## src/rtl/icache_line_fill_pkg.sv

```systemverilog
// Shared riscv package slice used by the icache line-fill engine:
// geometry constants and the fill FSM state encoding.
package riscv_pkg;

  localparam int ICACHE_ADDR_W     = 64;
  localparam int ICACHE_LINE_W     = 128;
  localparam int ICACHE_BUS_W      = 32;
  localparam int ICACHE_LINE_BYTES = 16;
  localparam int ICACHE_BEATS      = ICACHE_LINE_W / ICACHE_BUS_W;

  // Fill engine states.
  typedef enum logic [2:0] {
    IDLE,
    REQ,
    WAIT,
    DONE,
    DRAIN
  } fill_state_t;

endpackage

```

## src/rtl/icache_line_fill_if.sv

```systemverilog
// Instruction memory bus seen by the line-fill engine: one beat request
// with grant, followed by a single read response.
interface icache_line_fill_if
  import riscv_pkg::*;
#(
  parameter int ADDR_W = ICACHE_ADDR_W,
  parameter int BUS_W  = ICACHE_BUS_W
) ();

  logic              bus_req;
  logic [ADDR_W-1:0] bus_addr;
  logic              bus_gnt;
  logic              bus_rvalid;
  logic [BUS_W-1:0]  bus_rdata;
  logic              bus_rerr;

  // Fill engine side: issues requests, consumes responses.
  modport master (
    output bus_req,
    output bus_addr,
    input  bus_gnt,
    input  bus_rvalid,
    input  bus_rdata,
    input  bus_rerr
  );

  // Memory side: grants requests, returns responses.
  modport slave (
    input  bus_req,
    input  bus_addr,
    output bus_gnt,
    output bus_rvalid,
    output bus_rdata,
    output bus_rerr
  );

endinterface

```

## src/rtl/icache_line_fill.sv

```systemverilog
// Icache line-fill engine: fetches one 16-byte block as four sequential
// 32-bit bus reads, assembles a 128-bit line and reports it with a
// one-cycle mem_ready pulse. Supports abort with draining of the single
// outstanding beat.
module icache_line_fill
  import riscv_pkg::*;
#(
  parameter int ADDR_W = ICACHE_ADDR_W,
  parameter int LINE_W = ICACHE_LINE_W,
  parameter int BUS_W  = ICACHE_BUS_W
) (
  input  logic                 clk,
  input  logic                 rst,
  input  logic                 mem_rden,
  input  logic                 addr_sel,
  input  logic [ADDR_W-1:0]    pc,
  output logic                 mem_ready,
  output logic [LINE_W-1:0]    line_data,
  output logic                 fill_err,
  icache_line_fill_if.master   bus
);

  localparam int OFF_BITS  = $clog2(ICACHE_LINE_BYTES);
  localparam int BEAT_BITS = $clog2(ICACHE_BEATS);
  localparam int BYTE_BITS = $clog2(BUS_W / 8);

  localparam logic [BEAT_BITS-1:0] LAST_BEAT = BEAT_BITS'(ICACHE_BEATS - 1);

  fill_state_t           state, state_next;
  logic [BEAT_BITS-1:0]  beat;
  logic [ADDR_W-1:0]     base;
  logic [LINE_W-1:0]     line;
  logic                  err_acc;

  logic                  start;
  logic                  beat_wr;
  logic                  beat_inc;
  logic [ADDR_W-1:0]     base_next;

  // Block base of the fill target: the pc block, or the next one for the
  // misaligned second half. The addition wraps at ADDR_W bits.
  assign base_next = {pc[ADDR_W-1:OFF_BITS], OFF_BITS'(0)}
                   + (addr_sel ? ADDR_W'(ICACHE_LINE_BYTES) : '0);

  // State register.
  // NOTE: sequential state uses non-blocking assignments so every flop
  // samples the pre-edge values regardless of process evaluation order.
  always_ff @(posedge clk or posedge rst) begin
    if (rst) begin
      state <= IDLE;
    end else begin
      state <= state_next;
    end
  end

  // Next-state and datapath control decode.
  // NOTE: every output of this block gets a default first, so no path
  // leaves a value unassigned and no latch is inferred.
  always_comb begin
    state_next = state;
    start      = 1'b0;
    beat_wr    = 1'b0;
    beat_inc   = 1'b0;
    unique case (state)
      IDLE: begin
        if (mem_rden) begin
          start      = 1'b1;
          state_next = REQ;
        end
      end
      REQ: begin
        if (!mem_rden) begin
          // A grant in the abort cycle still leaves a response in flight.
          state_next = bus.bus_gnt ? DRAIN : IDLE;
        end else if (bus.bus_gnt) begin
          state_next = WAIT;
        end
      end
      WAIT: begin
        if (!mem_rden) begin
          // A response arriving in the abort cycle is the outstanding one,
          // so there is nothing left to drain.
          state_next = bus.bus_rvalid ? IDLE : DRAIN;
        end else if (bus.bus_rvalid) begin
          beat_wr = 1'b1;
          if (beat == LAST_BEAT) begin
            state_next = DONE;
          end else begin
            beat_inc   = 1'b1;
            state_next = REQ;
          end
        end
      end
      DONE: begin
        // mem_rden is deliberately not looked at here.
        state_next = IDLE;
      end
      DRAIN: begin
        if (bus.bus_rvalid) begin
          state_next = IDLE;
        end
      end
      default: begin
        state_next = IDLE;
      end
    endcase
  end

  // Fill datapath: base address, beat counter, line assembly, error OR.
  // NOTE: the line register is reset even though it is wide, because
  // line_data is a visible output whose reset value is defined as zero.
  always_ff @(posedge clk or posedge rst) begin
    if (rst) begin
      base    <= '0;
      beat    <= '0;
      line    <= '0;
      err_acc <= 1'b0;
    end else begin
      if (start) begin
        base    <= base_next;
        beat    <= '0;
        err_acc <= 1'b0;
      end
      if (beat_wr) begin
        line[int'(beat)*BUS_W +: BUS_W] <= bus.bus_rdata;
        err_acc                         <= err_acc | bus.bus_rerr;
      end
      if (beat_inc) begin
        beat <= beat + 1'b1;
      end
    end
  end

  // Outputs are decoded from state or taken straight from registers.
  assign mem_ready    = (state == DONE);
  assign fill_err     = err_acc;
  assign line_data    = line;
  assign bus.bus_req  = (state == REQ);
  assign bus.bus_addr = base + ADDR_W'({beat, BYTE_BITS'(0)});

endmodule

```

## src/flat_wrapper.sv

```systemverilog
// flat-port wrapper written by rule: the top's interface ports become plain ports
module icache_line_fill_flat import riscv_pkg::*;
#(
  parameter int ADDR_W = ICACHE_ADDR_W,
  parameter int LINE_W = ICACHE_LINE_W,
  parameter int BUS_W  = ICACHE_BUS_W
)
  (clk, rst, mem_rden, addr_sel, pc, mem_ready, line_data, fill_err, bus_bus_req, bus_bus_addr, bus_bus_gnt, bus_bus_rvalid, bus_bus_rdata, bus_bus_rerr);
  icache_line_fill_if #(.ADDR_W(ADDR_W), .BUS_W(BUS_W)) bus_i ();
  input  logic clk;
  input  logic rst;
  input  logic mem_rden;
  input  logic addr_sel;
  input  logic [ADDR_W-1:0] pc;
  output logic mem_ready;
  output logic [LINE_W-1:0] line_data;
  output logic fill_err;
  output wire logic [$bits(bus_i.bus_req)-1:0] bus_bus_req;
  output wire logic [$bits(bus_i.bus_addr)-1:0] bus_bus_addr;
  input wire logic [$bits(bus_i.bus_gnt)-1:0] bus_bus_gnt;
  input wire logic [$bits(bus_i.bus_rvalid)-1:0] bus_bus_rvalid;
  input wire logic [$bits(bus_i.bus_rdata)-1:0] bus_bus_rdata;
  input wire logic [$bits(bus_i.bus_rerr)-1:0] bus_bus_rerr;
  assign bus_bus_req = bus_i.bus_req;
  assign bus_bus_addr = bus_i.bus_addr;
  assign bus_i.bus_gnt = bus_bus_gnt;
  assign bus_i.bus_rvalid = bus_bus_rvalid;
  assign bus_i.bus_rdata = bus_bus_rdata;
  assign bus_i.bus_rerr = bus_bus_rerr;
  icache_line_fill #(.ADDR_W(ADDR_W), .LINE_W(LINE_W), .BUS_W(BUS_W)) u_core (.clk(clk), .rst(rst), .mem_rden(mem_rden), .addr_sel(addr_sel), .pc(pc), .mem_ready(mem_ready), .line_data(line_data), .fill_err(fill_err), .bus(bus_i));
endmodule
```

## config.mk

```make
export PLATFORM = sky130hd
export DESIGN_NAME = icache_line_fill_flat
export DESIGN_NICKNAME = d
export VERILOG_FILES = /design/src/rtl/icache_line_fill_pkg.sv /design/src/rtl/icache_line_fill_if.sv /design/src/rtl/icache_line_fill.sv /design/src/flat_wrapper.sv
export SDC_FILE = /design/constraint.sdc
export NUM_CORES = 1
export LEC_CHECK = 0
export CORE_MARGIN = 10
export CORE_UTILIZATION = 46
export DETAILED_ROUTE_END_ITERATION = 12
export PLACE_DENSITY = 0.76
export SYNTH_ARGS = -nofsm -noshare
export SYNTH_HDL_FRONTEND = slang
export SYNTH_SLANG_ARGS = --single-unit
```

## constraint.sdc

```tcl
create_clock -name clk -period 9.2 [get_ports clk]
set_clock_uncertainty 0.15 [all_clocks]
set_input_delay 1.38 -clock clk [delete_from_list [all_inputs] [get_ports clk]]
set_output_delay 1.38 -clock clk [all_outputs]
set_load 0.02 [all_outputs]
```

==> flow_summary.toml, run 1 <==
[run]
drv_cap = 0

[finish]
final_nets = 1391
drive_gt1_share_pct = 4.33
syn_to_final_growth_pct = 41.0
fillers = 1610
multi_input_area_mm2 = 0.00386
antenna_cells = 0
fin_cells = 1558
ff_latch_area_mm2 = 0.00485

[worst_hold_path]
hold_depth = 2
worstHoldStart = "u_core.base[40]$_DFFE_PP0P_"
min_to = "u_core.base[40]$_DFFE_PP0P_"
hold_path.class = "reg2reg"

[setup_path]
cp-end-kind = "flop"
r2r_slack_ns = 6.27
cp.required_ns = 9.41
r2r_cells = 5
critical_path.cell_chain = "clkdlybuf4s50_1 -> ha_1 -> ha_1 -> and4_1 -> nand4_1 -> or4_1 -> or4_1 -> a31oi_1"
r2r-start = "u_core.state[2]$_DFFE_PP0P_"
critPathMaxFanout = 9
cp-start-kind = "primary input"
arrival_ns = 4.29
setup.worst_path.class = "in2reg"
r2r-end = "u_core.line_data[27]$_DFFE_PP0P_"
cpMaxStageDelayCell = "or4_1"
slowest_delay_ns = 0.78

[die]
io_pins = 298
dieArea_mm2 = 0.0255
rows = 51
fp.dieH_um = 160
initial_core_util_pct = 46.4
dieWidth_um = 160
core_mm2 = 0.0193

[logic_synthesis]
netlist-cell-type-count = 42
ys_top_cells_by_area = "dfrtp_1 (54%), nand2_1 (14%), o21ai_0 (9.9%), clkbuf_1 (2.5%), xnor2_1 (2.4%)"
ys_ff_latch = 194
ys.flop_type = "dfrtp_1"
synth_top_area_cell = "dfrtp_1"
syn_area_mm2 = 0.00897
yosysMostFrequentCell = "nand2_1"
ys_warn_count = 0
netlist_instances = 1029
synth_common_cells = "nand2_1 (340), dfrtp_1 (194), o21ai_0 (177), clkbuf_1 (59)"
synth.avg_cell_area_um2 = 8.72
ys_async_sr_fraction_pct = 100
synth-edff-count = 0
ys_seq_area_share_pct = 54.1
yosysTopAreaCellShare_pct = 54.1

[route]
postRouteAntennaNets = 0
wire_per_inst_um = 18.2
dr.pass1.iters = 5
via_count = 8092
post-route-drc-count = 0
wl_um = 28400
via_per_inst = 5.19
initialDrtViolationCount = 508

[power]
power_density_mw_per_mm2 = 191
p_leak_nw = 5.06
vdd_drop_max_uv = 128

[sta]
rsz0062_at_grt = "no"
max_freq_mhz = 245
fin_crit_ns = 4.09
tightest_slew_ns = 1.12
drv_slew = 0
slew_headroom_pct = 24.7
setup_viol = 0
finalCritPeriodShare_pct = 44.4
finalSetupTns_ns = 0
hold_viol = 0

[global_routing]
grt_pass1_vias = 7867
grt_usage_pct = 21.8
grt_max_degree = 132
overflow = 0
grt_pass1_wl_um = 44900
antenna_found_initial = 0

[place]
hpwl_um = 20900
dp.cells = 1526
gp_congestion = 0.850
io_buffers = 291

[cts]
cts.repair.resized = 0
cts.htree.levels = 4
post_cts_buffers = 0
numCtsBuffers = 17
root_buffer = "clkbuf_16"
clk_latency_ns = 0.43
clock_sinks = 194
cts_tree = "done"
clk_pin_slew_ns = 0.08
clock_path_buffers = 2
postCtsHoldBufs = 0

[outcome]
outcome = "finished, final reports clean"
## per-stage QoR
| stage | util (%) | setup slack, ns | area [um2] | total power [mW] | hold WS (ns) |
|---|---|---|---|---|---|
| 6_report | 65.5 | 5.11 | 12700 | 2.41 | 0.329 |
| 3_3_place_gp | 62.3 | 4.72 | 12100 | 1.67 | 0.310 |
| 2_1_floorplan | - | 2.39 | 8980 | 1.32 | 0.438 |
| 4_1_cts | 65.5 | 5.14 | 12700 | 2.44 | 0.333 |
| 3_5_place_dp | 62.3 | 4.68 | 12100 | 1.68 | 0.316 |
| 5_1_grt | 65.5 | 4.97 | 12700 | 2.53 | 0.346 |
## registers in the layout, indices dropped and copies added, names as in the netlist
register and flops:
u_core.beat 2, u_core.base 60, u_core.fill_err 1, u_core.state 3, u_core.line_data 128
## routing by layer
layer / part of all wire (%) / track usage (%)
met5: 0 / 0
met4: 1.4 / 5.39
met2: 48 / 35.9
met1: 41 / 26.0
met3: 9.7 / 8.84
## critical path: cells and delay by family
kind,cells,cell delay [ns]
adders and majority gates,2,0.45
buffers and inverters,1,0.46
and+or+nand+nor,4,1.82
AOI/OAI and AO/OA,1,0.18
## final cells by class
class                   instances  share of cell area (%)
clock buffers                  18                    3.47
inverters                       8                   0.297
clock inverters                14                    1.30
well taps                     265                    2.62
flip-flops and latches        194                    38.4
repair buffers                299                    23.5
multi-input cells             760                    30.5
## how the worst max path moves through the flow
stage                                       end  depth (start not counted)  slack, ns     start
global placement    u_core.base[62]$_DFFE_PP0P_                          8       4.72  addr_sel
CTS                 u_core.base[62]$_DFFE_PP0P_                          8       5.14  addr_sel
floorplan           u_core.base[10]$_DFFE_PP0P_                          1       2.39       rst
detailed placement  u_core.base[62]$_DFFE_PP0P_                          8       4.68  addr_sel
global route        u_core.base[62]$_DFFE_PP0P_                          8       4.97     pc[4]
finish              u_core.base[62]$_DFFE_PP0P_                          8       5.11  addr_sel
## power breakdown
| group | internal (mW) | total, mW | switching [mW] |
|---|---|---|---|
| Combinational | 0.283 | 0.634 | 0.351 |
| Clock | 0.396 | 0.756 | 0.360 |
| Sequential | 0.962 | 1.02 | 0.0621 |
## cells in the final DEF (no fill, tap or decap), drive strengths merged, types with 13 or more instances in the layout
master,count
nor3,17
clkdlybuf4s50,291
or3,14
nor2,25
nor4,13
nand3,21
inv,15
nand2,340
xnor2,25
nand4,24
xor2,14
dfrtp,194
clkbuf,18
a31oi,13
o21ai,177
## cell families after synthesis
| group | synth area share (%) |
|---|---|
| other cells | 0.0418 |
| mux | 0.781 |
| xor+xnor | 3.81 |
| buf+inv | 3.32 |
| fa+ha+maj | 1.12 |
| simple gates | 24.9 |
| flops | 54.1 |
| compound gates | 11.9 |
No activity file was read; power rests on OpenSTA's default activity.
==> run 2, diff against run 1 <==
==> constraint.sdc (replaced) <==
create_clock -name clk -period 4.1 [get_ports clk]
set_clock_uncertainty 0.15 [all_clocks]
set_input_delay 0.615 -clock clk [delete_from_list [all_inputs] [get_ports clk]]
set_output_delay 0.615 -clock clk [all_outputs]
set_load 0.02 [all_outputs]
==> run 2 against run 1 <==
- combinational power is 130% higher
- die area unchanged
- sequential share of layout area down 0.29 points
- final cell count is 0.71% higher
- critical endpoint unchanged
- core utilization up 0.50 points
- largest cell class unchanged
- critical path type unchanged
- power increased by 120%
- count of clock-buffer cells in the layout stayed put
- register-to-register slack lost 4.8 ns
- non-clock buffer count grew 10
- via count up 1.5%
==> flow_summary.toml, run 2 (synthesis gave the netlist of run 1 again) <==
[power]
vdd_drop_max_uv = 294
p_comb_share_pct = 26.5
power.net_switching_mw = 1.75
pwr-share-seq_pct = 42.8
sw_frac_of_total_pct = 32.5
power_density_mw_per_mm2 = 423
p_int_mw = 3.64
pwr-share-clk_pct = 30.7
p_leak_nw = 5.12

[run]
drv_cap = 0

[die]
io_pins = 298
fp.dieH_um = 160
rows = 51
initial_core_util_pct = 46.4
dieWidth_um = 160
dieArea_mm2 = 0.0255
core_mm2 = 0.0193

[route]
dr.pass1.iters = 5
postRouteAntennaNets = 0
wire_per_inst_um = 18.2
post-route-drc-count = 0
via_per_inst = 5.23
via_count = 8212
initialDrtViolationCount = 485
wl_um = 28500

[place]
gp_congestion = 0.864
dp_worst_setup_slack_ns = 0.499
hpwl_um = 21500
postPlaceCellArea_mm2 = 0.0122
io_buffers = 291

[setup_path]
startpoint = "pc[46]"
arrival_ns = 3.36
cp-start-kind = "primary input"
cp-end-kind = "flop"
r2r_cells = 7
critPathMaxFanout = 9
setup.worst_path.class = "in2reg"
cp.required_ns = 4.31
r2r-start = "u_core.beat[0]$_DFFE_PP0P_"

[cts]
clk_latency_ns = 0.42
cts.repair.resized = 0
cts.htree.levels = 4
cts_tree = "done"
postCtsHoldBufs = 0
clock_sinks = 194
clock_path_buffers = 2
clk_pin_slew_ns = 0.08
post_cts_buffers = 0
numCtsBuffers = 17
root_buffer = "clkbuf_16"

[finish]
largest_register_ff_count = 128
drive_gt1_share_pct = 5.07
fin_area_mm2 = 0.0128
final_cell_mix = "nand2_1 (336), clkdlybuf4s50_1 (291), dfrtp_1 (194)"
final_util_pct = 66.0
syn_to_final_growth_pct = 42.1
final_nets = 1401
final_common_cell = "nand2_1"

[sta]
finalSetupTns_ns = 0
holdWs_ns = 0.327
layout_setup_ws_ns = 0.949
fin_crit_ns = 3.15
hold_viol = 0
max_freq_mhz = 317
rsz0062_at_grt = "no"
setup_viol = 0
slew_headroom_pct = 26.9
finalCritPeriodShare_pct = 76.8
tightest_slew_ns = 1.09
drv_slew = 0

[global_routing]
antenna_found_initial = 0
grt_pass1_wl_um = 45900
overflow = 0
grt_usage_pct = 22.2
grt_pass1_vias = 8286
grt_max_degree = 108

[worst_hold_path]
hold_depth = 2
hold_path.class = "reg2reg"
worstHoldStart = "u_core.base[36]$_DFFE_PP0P_"

[outcome]
outcome = "finished, final reports clean"
## run 2: cell types whose count changed in the layout (fill, tap and decap cells not counted), sizes merged
cell and delta:
diode +1, bufinv -1, inv +1, clkinv +1, clkinvlp -1, buf +10
## run 2: worst max-delay path: stages
cell and delay (ns):
clkdlybuf4s50_1 0.60, nand4_1 0.17, or4_1 0.55, or4_1 0.68, or4_1 0.57, a31oi_1 0.17
## run 2: metrics by stage
step	total power, mW	cells
after floorplan	2.97	1030
after global placement	3.76	1536
after detailed placement	3.78	1536
after CTS	5.45	1568
after global routing	5.64	1568
final	5.39	1569
## run 2: metal layers
| metal | vias to the layer above | share of wire [%] | track usage, % |
|---|---|---|---|
| li1 | 4014 | - | - |
| met1 | 3839 | 42 | 26.7 |
| met2 | 307 | 47 | 36.4 |
| met3 | 52 | 8.8 | 7.66 |
| met4 | 0 | 2.9 | 7.75 |
| met5 | - | 0 | 0 |
## run 2: power groups by stage
stage / Clock, mW / Combinational, mW / Sequential [mW]
6_report: 1.65 / 1.43 / 2.31
5_1_grt: 1.76 / 1.55 / 2.34
4_1_cts: 1.69 / 1.45 / 2.31
3_5_place_dp: 0 / 1.44 / 2.34
3_3_place_gp: 0 / 1.42 / 2.34
2_1_floorplan: 0 / 0.336 / 2.63
## run 2: worst paths after layout
check	to	slack, ns
min in group asynchronous	u_core.line_data[103]$_DFFE_PP0P_	0.53
hold / removal	u_core.base[36]$_DFFE_PP0P_	0.33
setup reg to reg	u_core.line_data[25]$_DFFE_PP0P_	1.49
max in group asynchronous	u_core.line_data[53]$_DFFE_PP0P_	2.74
hold reg to reg	u_core.base[36]$_DFFE_PP0P_	0.33
setup / recovery	u_core.base[62]$_DFFE_PP0P_	0.95
## run 2: layout make-up
| cell class | count | area, um2 |
|---|---|---|
| clock buffer | 18 | 439 |
| multi-input combinational | 760 | 3860 |
| tap | 265 | 332 |
| antenna | 1 | 2.50 |
| clock inverter | 14 | 151 |
| sequential | 194 | 4850 |
| inverter | 8 | 33.8 |
| fill | 1564 | 6580 |
| timing repair buffer | 309 | 3090 |
==> run 3, diff against run 2 <==
--- a/config.mk
+++ b/config.mk
@@ -6,9 +6,9 @@
 export NUM_CORES = 1
 export LEC_CHECK = 0
 export CORE_MARGIN = 10
-export CORE_UTILIZATION = 46
+export CORE_UTILIZATION = 42
 export DETAILED_ROUTE_END_ITERATION = 12
-export PLACE_DENSITY = 0.76
+export PLACE_DENSITY = 0.73
 export SYNTH_ARGS = -nofsm -noshare
 export SYNTH_HDL_FRONTEND = slang
 export SYNTH_SLANG_ARGS = --single-unit
==> constraint.sdc (replaced) <==
create_clock -name clk -period 2.5 [get_ports clk]
set_clock_uncertainty 0.15 [all_clocks]
set_input_delay 0.375 -clock clk [delete_from_list [all_inputs] [get_ports clk]]
set_output_delay 0.375 -clock clk [all_outputs]
set_load 0.02 [all_outputs]
==> run 3 against run 2 <==
- core utilization shrank 0.35 points
- worst hold slack got worse by 0.14 ns
- register-to-register slack got worse by 1.0 ns
- final cell count rose by 7.3%
- largest cell class unchanged
- largest power group unchanged
- power rose by 69%
- highest routed layer unchanged
- die area increased by 8.3%
- combinational power up 73%
- via count is 5.4% higher
- setup slack got worse by 0.91 ns
==> flow_summary.toml, run 3 (synthesis gave the netlist of run 1 again) <==
[outcome]
outcome = "finished, final reports clean"

[finish]
antenna_cells = 0
final_nets = 1506
final_common_cell = "nand2_1"
multi_input_area_mm2 = 0.00392
largest_register_ff_count = 128
drive_gt1_share_pct = 12.9
syn_to_final_growth_pct = 53.7
fin_area_mm2 = 0.0138
final_util_pct = 65.6
fillers = 1707
final_cell_mix = "nand2_1 (335), clkdlybuf4s50_1 (272), dfrtp_1 (194)"
ff_latch_area_mm2 = 0.00485

[die]
rows = 53
io_pins = 298
core_mm2 = 0.0210
initial_core_util_pct = 42.7
dieArea_mm2 = 0.0276
dieWidth_um = 166
fp.dieH_um = 166

[place]
hpwl_um = 23500
gp_congestion = 0.900
postPlaceCellArea_mm2 = 0.0131
io_buffers = 291

[cts]
clk_pin_slew_ns = 0.08
clock_path_buffers = 2
numCtsBuffers = 17
cts.htree.levels = 4
postCtsHoldBufs = 0
root_buffer = "clkbuf_16"
cts_tree = "done"
clock_sinks = 194
clk_latency_ns = 0.43

[setup_path]
crit_top_cell = "or4_4"
cp-end-kind = "flop"
critical_path_buf_inv_count = 1
cp.required_ns = 2.70
r2r-start = "u_core.beat[1]$_DFFE_PP0P_"
slowest_delay_ns = 0.55
r2r_cells = 7
path_delay_family = "simple AND/OR/NAND/NOR gates"
setup.worst_path.class = "in2reg"
r2r_slack_ns = 0.45
cpMaxStageDelayCell = "or4_4"
critPathMaxFanout = 6
critical_path.cell_chain = "clkdlybuf4s50_1 -> nand4_1 -> or4_4 -> or4_4 -> or4_4 -> a31oi_1"
r2r-end = "u_core.line_data[25]$_DFFE_PP0P_"
cp-start-kind = "primary input"
arrival_ns = 2.66

[sta]
fin_crit_ns = 2.46
max_freq_mhz = 406
finalSetupTns_ns = 0
holdWs_ns = 0.183
hold_viol = 0
setup_viol = 0
finalCritPeriodShare_pct = 98.6
tightest_slew_ns = 0.556
drv_slew = 0
slew_headroom_pct = 62.6

[route]
via_count = 8657
dr.pass1.iters = 5
postRouteAntennaNets = 0
via_per_inst = 5.14
initialDrtViolationCount = 698
post-route-drc-count = 0
wire_per_inst_um = 18.2
wl_um = 30600

[power]
power_density_mw_per_mm2 = 661
p_leak_nw = 5.85
vdd_drop_max_uv = 467

[global_routing]
grt_max_degree = 65
grt_pass1_wl_um = 48500
antenna_found_initial = 0
grt_usage_pct = 21.6
overflow = 0
grt_pass1_vias = 8745

[worst_hold_path]
hold_path.class = "in2async"

[run]
drv_cap = 0
==> run 3: cell count changes in the layout (fill, tap and decap cells not counted), moves of 3 or more <==
cell | previous run | this run
or4_1 | 10 | 4
or4_4 | 0 | 7
clkdlybuf4s50_1 | 291 | 272
buf_12 | 3 | 10
clkinv_8 | 2 | 6
inv_8 | 6 | 2
or3_4 | 0 | 3
dlymetal6s2s_1 | 0 | 17
buf_4 | 15 | 112
==> run 3: worst register-to-register path, stage by stage (launching register included) <==
cell     delay [ns]
dfrtp_1        0.46
inv_1          0.12
ha_1           0.32
inv_1          0.15
and3_1         0.22
buf_4          0.28
nand2_1        0.08
o21ai_0        0.19
==> run 3: layout make-up <==
cell class	count	share of cell area, %
flip-flops and latches	194	35.2
repair buffers	414	29.0
multi-input cells	760	28.4
clock buffers	17	3.08
well taps	275	2.49
clock inverters	15	1.51
inverters	8	0.245
==> run 3: repair_timing <==
action                     in CTS  in global routing
pin swaps                       6                 18
gates resized for setup         7                 24
setup endpoints to repair      12                 13
buffers inserted                0                  2
==> run 3: how the worst max path moves through the flow <==
stage                 from                          end  slack [ns]  cells after the start
floorplan              rst  u_core.base[10]$_DFFE_PP0P_       -0.53                      1
global placement    pc[49]  u_core.base[62]$_DFFE_PP0P_       -0.63                      6
detailed placement  pc[49]  u_core.base[62]$_DFFE_PP0P_       -0.72                      6
CTS                 pc[31]  u_core.base[61]$_DFFE_PP0P_       0.001                      6
global route        pc[45]  u_core.base[62]$_DFFE_PP0P_      -0.006                      6
finish              pc[44]  u_core.base[62]$_DFFE_PP0P_        0.04                      6
==> run 3: report_power, final <==
part / switching [mW] / internal (mW) / total (mW)
sequential: 0.247 / 3.54 / 3.79
clock: 1.39 / 1.46 / 2.85
combinational: 1.33 / 1.14 / 2.47
==> run 3: per-layer routing <==
layer | up-vias | routed length, um | global-route usage (%)
li1 | 4221 | - | -
met1 | 4078 | 13000 | 26.6
met2 | 323 | 14300 | 35.0
met3 | 35 | 2720 | 7.64
met4 | 0 | 550 | 5.70
met5 | - | 0 | 0
==> run 3: stage by stage <==
step	std cells	setup WS [ns]	total power, mW
3_5_place_dp	1649	-0.715	6.34
6_report	1683	0.0358	9.11
3_3_place_gp	1649	-0.635	6.30
2_1_floorplan	1030	-0.529	4.87
5_1_grt	1683	-0.00626	9.56
4_1_cts	1681	0.00133	9.20
